===== src/rtl/floor_request_encoder.sv =====
// Floor-request producer: synchronizes and debounces the call/flush buttons,
// queues floor codes without duplicates, and offers them over valid/ready.

module floor_request_debounce #(
  parameter int CYCLES = 4
) (
  input  logic clk,
  input  logic reset,
  input  logic level,
  output logic press
);

  logic [3:0] cnt;
  logic       deb;
  logic       deb_q;

  assign deb   = (cnt == 4'(CYCLES));
  assign press = deb & ~deb_q;

  always_ff @(posedge clk or negedge reset) begin
    if (!reset) begin
      cnt   <= '0;
      deb_q <= 1'b0;
    end else begin
      if (!level) begin
        cnt <= '0;
      end else if (!deb) begin
        cnt <= cnt + 4'd1;
      end
      deb_q <= deb;
    end
  end

endmodule

module floor_request_encoder #(
  parameter int DEB_CYCLES = 4,
  parameter int FIFO_DEPTH = 4,
  parameter int MAX_FLOOR  = 4
) (
  input  logic       clk,
  input  logic       reset,
  input  logic       switch1,
  input  logic       switch2,
  input  logic       switch3,
  input  logic       Button5,
  input  logic       Button4,
  input  logic       req_ready,
  output logic       req_valid,
  output logic [2:0] req_floor,
  output logic [3:0] fifo_count,
  output logic       overflow,
  output logic       reject
);

  localparam int PW = $clog2(FIFO_DEPTH);

  logic [4:0]    raw;
  logic [4:0]    sync1;
  logic [4:0]    sync2;
  logic [2:0]    code;
  logic          call_ev;
  logic          flush_ev;

  logic [2:0]    mem [FIFO_DEPTH];
  logic [PW-1:0] wr_ptr;
  logic [PW-1:0] rd_ptr;
  logic [3:0]    count;
  logic [3:0]    count_nxt;

  logic          pop;
  logic          full;
  logic          dup;
  logic          do_push;
  logic          do_ovf;
  logic          do_rej;

  assign raw = {Button4, Button5, switch1, switch2, switch3};

  always_ff @(posedge clk or negedge reset) begin
    if (!reset) begin
      sync1 <= '0;
      sync2 <= '0;
    end else begin
      sync1 <= raw;
      sync2 <= sync1;
    end
  end

  assign code = sync2[2:0];

  floor_request_debounce #(
    .CYCLES(DEB_CYCLES)
  ) u_call_deb (
    .clk  (clk),
    .reset(reset),
    .level(sync2[3]),
    .press(call_ev)
  );

  floor_request_debounce #(
    .CYCLES(DEB_CYCLES)
  ) u_flush_deb (
    .clk  (clk),
    .reset(reset),
    .level(sync2[4]),
    .press(flush_ev)
  );

  assign pop  = req_valid & req_ready;
  assign full = (count == 4'(FIFO_DEPTH));

  // Duplicate search covers every live entry, including a head leaving now.
  always_comb begin
    dup = 1'b0;
    for (int i = 0; i < FIFO_DEPTH; i++) begin
      if ((4'(i) < count) && (mem[rd_ptr + PW'(i)] == code)) begin
        dup = 1'b1;
      end
    end
  end

  always_comb begin
    do_push = 1'b0;
    do_ovf  = 1'b0;
    do_rej  = 1'b0;
    if (call_ev && !flush_ev) begin
      if (code > 3'(MAX_FLOOR)) begin
        do_rej = 1'b1;
      end else if (dup) begin
        do_push = 1'b0;
      end else if (full && !pop) begin
        do_ovf = 1'b1;
      end else begin
        do_push = 1'b1;
      end
    end
  end

  always_comb begin
    count_nxt = count + {3'b0, do_push} - {3'b0, pop};
  end

  always_ff @(posedge clk or negedge reset) begin
    if (!reset) begin
      for (int i = 0; i < FIFO_DEPTH; i++) begin
        mem[i] <= '0;
      end
      wr_ptr    <= '0;
      rd_ptr    <= '0;
      count     <= '0;
      req_valid <= 1'b0;
      overflow  <= 1'b0;
      reject    <= 1'b0;
    end else begin
      overflow <= do_ovf;
      reject   <= do_rej;
      if (flush_ev) begin
        wr_ptr    <= '0;
        rd_ptr    <= '0;
        count     <= '0;
        req_valid <= 1'b0;
      end else begin
        if (do_push) begin
          mem[wr_ptr] <= code;
          wr_ptr      <= wr_ptr + PW'(1);
        end
        if (pop) begin
          rd_ptr <= rd_ptr + PW'(1);
        end
        count     <= count_nxt;
        req_valid <= (count_nxt != 4'd0);
      end
    end
  end

  assign req_floor  = mem[rd_ptr];
  assign fifo_count = count;

endmodule

===== config.mk =====
export PLATFORM = sky130hd
export DESIGN_NAME = floor_request_encoder
export DESIGN_NICKNAME = d
export VERILOG_FILES = /design/src/rtl/floor_request_encoder.sv
export SDC_FILE = /design/constraint.sdc
export NUM_CORES = 1
export LEC_CHECK = 0
export BUFFER_PORTS_ARGS = -buffer_cell sky130_fd_sc_hd__buf_4
export CORE_AREA = 2 2 70 66
export CTS_CLUSTER_SIZE = 16
export DETAILED_ROUTE_END_ITERATION = 7
export DIE_AREA = 0 0 72 68
export HOLD_SLACK_MARGIN = 0.08
export PLACE_DENSITY = 0.8
export SYNTH_ARGS = -nofsm -noshare
export SYNTH_HDL_FRONTEND = slang
export SYNTH_SLANG_ARGS = --single-unit
export TNS_END_PERCENT = 30

===== constraint.sdc =====
create_clock -name clk -period 4.7 [get_ports clk]
set_clock_uncertainty 0.05 [all_clocks]
set_input_delay 0.94 -clock clk [delete_from_list [all_inputs] [get_ports clk]]
set_output_delay 0.94 -clock clk [all_outputs]
set_load 0.01 [all_outputs]

==> key figures <==
Clock tree
  – Worst-case clock buffer depth: 2
  – Clock Sinks: 43
  – Worst-Skew Late Latency: 300 ps
  – TritonCTS Buffers: 5
  – Root Buffer Master: clkbuf_8
  – Worst-path clk slew: 90 ps
  – Hold Buf Count CTS: 0
  – CTS tree: built
  – Post-CTS Setup Bufs: 0
  – # H-tree levels: 2
  – Post-CTS sizing: 0

Global route
  – Global-route usage over all layers: 19.28%
  – Global route overflow: 0
  – First-pass GRT wire length: 6.906 mm
  – Vias in the first global route: 1,441
  – Initial antenna violation count: 0
  – Largest net degree at the start of global routing: 44

Place
  – Routability cong.: 0.9089
  – Post-DP HPWL: 2.992 mm
  – PortBufs: 17

Setup path
  – CP max FO: 9
  – Flop2flop setup slack: 430 ps
  – Critical Path AT: 4390 ps
  – Reg2Reg Depth: 14
  – Setup crit start kind: flip-flop
  – Largest stage delay on the critical path: 630 ps
  – Reg2reg start: rd_ptr[1]$_DFFE_PN0P_
  – Setup crit end kind: flip-flop
  – Critical Path RT: 4830 ps
  – Crit-path slowest cell: or4b_4
  – Crit Path Class: flip-flop to flip-flop
  – Crit-path cells: buf_4, mux2_2, mux2i_1, xor2_1, o2111a_1, or4b_4, or2_1, ha_1, inv_1, ha_1, fa_1, xnor2_1, nor2_1, or4_1
  – CP most frequent cell: ha_1
  – Reg2reg end: req_valid$_DFF_PN0_

Timing
  – Pins Over Slew Limit: 0
  – Fin crit period: 4268 ps
  – Worst-margin pin slew: 559.0 ps
  – Final Hold Viols: 0
  – Fin crit share: 90.81%
  – F_max: 0.2343 GHz
  – Fin Setup TNS: 0 ps
  – Rel. slew slack: 62.26%
  – Final setup fails: 0
  – RSZ-0062 raised after global routing: no

Floorplan
  – Initial Util: 56.82%
  – Row cnt: 23
  – Core area: 4230 µm²
  – Die Area: 4896 µm²
  – DIE HEIGHT: 68 µm
  – Die Width: 72 µm
  – Io pins: 18

Final layout
  – Leading cell types in the layout, fill and taps excluded: dfrtp_1 (43), inv_1 (22), buf_4 (21)
  – Most common cell after layout, fill and taps aside: dfrtp_1
  – Area growth syn-to-layout: 12.29%
  – Layout cells sized above 1: 17.83%
  – N_diodes: 0
  – Final net count: 252
  – Final Util: 63.80%

Power and ir drop
  – Pwr Density: 581.3 nW/µm²
  – Leakage: 1.317 nW
  – Maximum ir drop on the vdd rail: 0.2673 mV
  – Pwr Total: 1.569 mW

Logic synthesis
  – Ys async rst share: 100.0%
  – Synthesized cell area: 2404 µm²
  – Synth top area cells: dfrtp_1 (45%), ha_1 (7.3%), mux2_1 (5.6%), xnor2_1 (5.1%), mux4_1 (4.4%)
  – Synth warn: 0
  – Mapped Cells: 207
  – Seq/Total Area, Yosys: 44.77%
  – #FFs+latches synth: 43
  – Most used DFF post-synth: dfrtp_1
  – Yosys top cell by area: dfrtp_1
  – Number of synthesized flops with an enable pin: 0
  – Post-synthesis area per instance: 11.61 µm²
  – Syn Nets: 230
  – Synth cell types: 40
  – Share of the synthesized area in the top cell type: 44.77%

Min path
  – Worst hold start: sync1[2]$_DFF_PN0_
  – Min-Delay Path Depth: 0
  – Hold WC Path Type: flip-flop to flip-flop
  – WHS Endpoint: sync2[2]$_DFF_PN0_

Routing
  – Vias per cell: 5.475
  – Routed Antenna Nets: 0
  – 1st-iter DRT viols: 99
  – Avg WL per Cell: 14.71 µm
  – Drt drc: 0
  – Final WL: 4.120 mm
  – Vias after detailed routing: 1,533
  – DR pass1 iterations: 4

Run
  – # Max-Cap Violations: 0

Outcome
  – Status: finished, final reports clean
[Yosys cell counts (all sizes together) (2+ instances only)]
cell    instances
o311ai          2
dfrtp          43
or2             2
xor2            3
buf             4
o21ai           4
xnor2          15
mux2i           8
nand2           7
clkbuf          2
a21boi          2
nor3            7
nor2b           5
inv            22
ha             14
nor2           14
a21oi           8
and2            4
or3             3
mux4            4
mux2           16
nand3b          2
o211ai          3
nand3           4
[per-stage QoR]
step	cell area [µm²]	setup slack [ps]	hold WS, ps	std cells
after CTS	2699	434.1	305.9	280
after detailed placement	2584	442.3	285.8	272
after floorplan	2404	768.7	281.2	207
final	2699	431.9	301.4	280
after global placement	2584	565.5	281.7	272
after global routing	2699	261.5	316.4	280
[logic make-up after synthesis]
| group | count (synthesis) | share of synthesized area [%] |
|---|---|---|
| AOI/OAI and AO/OA | 22 | 6.663 |
| xor gates and xnor gates | 18 | 6.872 |
| adders and majority gates | 15 | 8.121 |
| buffers and inverters | 29 | 5.258 |
| DFF | 43 | 44.77 |
| muxes | 28 | 15.20 |
| and+or+nand+nor | 52 | 13.12 |
[worst max-delay path by stage]
stage                              startpoint             endpoint  slack, ps  cells past startpoint
5_1_grt                 rd_ptr[1]$_DFFE_PN0P_  req_valid$_DFF_PN0_        260                     14
3_3_place_gp            rd_ptr[1]$_DFFE_PN0P_  req_valid$_DFF_PN0_        570                     14
4_1_cts                 rd_ptr[1]$_DFFE_PN0P_  req_valid$_DFF_PN0_        430                     14
2_1_floorplan  u_flush_deb.cnt[0]$_DFFE_PN0P_  req_valid$_DFF_PN0_        770                     15
3_5_place_dp            rd_ptr[1]$_DFFE_PN0P_  req_valid$_DFF_PN0_        440                     14
6_report                rd_ptr[1]$_DFFE_PN0P_  req_valid$_DFF_PN0_        430                     14
[critical path, delay by kind of cell (launching register included)]
family | cells | cell delay [ps]
adder cells (fa/ha/maj) | 3 | 860
flip-flops | 1 | 470
XOR/XNOR | 2 | 260
AO/OA/AOI/OAI | 1 | 150
AND/OR/NAND/NOR | 4 | 1530
multiplexers | 2 | 570
buffers and inverters | 2 | 260
[report_power, final]
group	total [mW]	switching, mW	internal, mW
sequential	0.560	0.0929	0.467
clock	0.297	0.137	0.160
combinational	0.712	0.372	0.340
total	1.57	0.602	0.967
[cell type report]
cell class	instances	area, µm²
clock inverter	3	46.29
clock buffer	5	68.82
tap	50	62.56
sequential	43	1076
fill	330	1531
inverter	23	86.33
timing repair buffer	21	157.7
multi-input combinational	135	1201
[flip-flops by register name, summed over array words and instances, names as in the netlist, 2 cells and up]
| signal | cells |
|---|---|
| rd_ptr | 2 |
| wr_ptr | 2 |
| sync1 | 5 |
| u_call_deb.cnt | 4 |
| u_flush_deb.cnt | 4 |
| sync2 | 5 |
| fifo_count | 4 |
| mem | 12 |
[layer usage]
metal | GRT usage (%) | wire [µm] | up-vias
met1 | 26.18 | 1938 | 751
met3 | 4.418 | 152 | 6
met5 | 0 | 0 | -
li1 | - | - | 749
met2 | 29.51 | 1949 | 27
met4 | 9.434 | 80 | 0
Power figures use the tool's default switching activity.
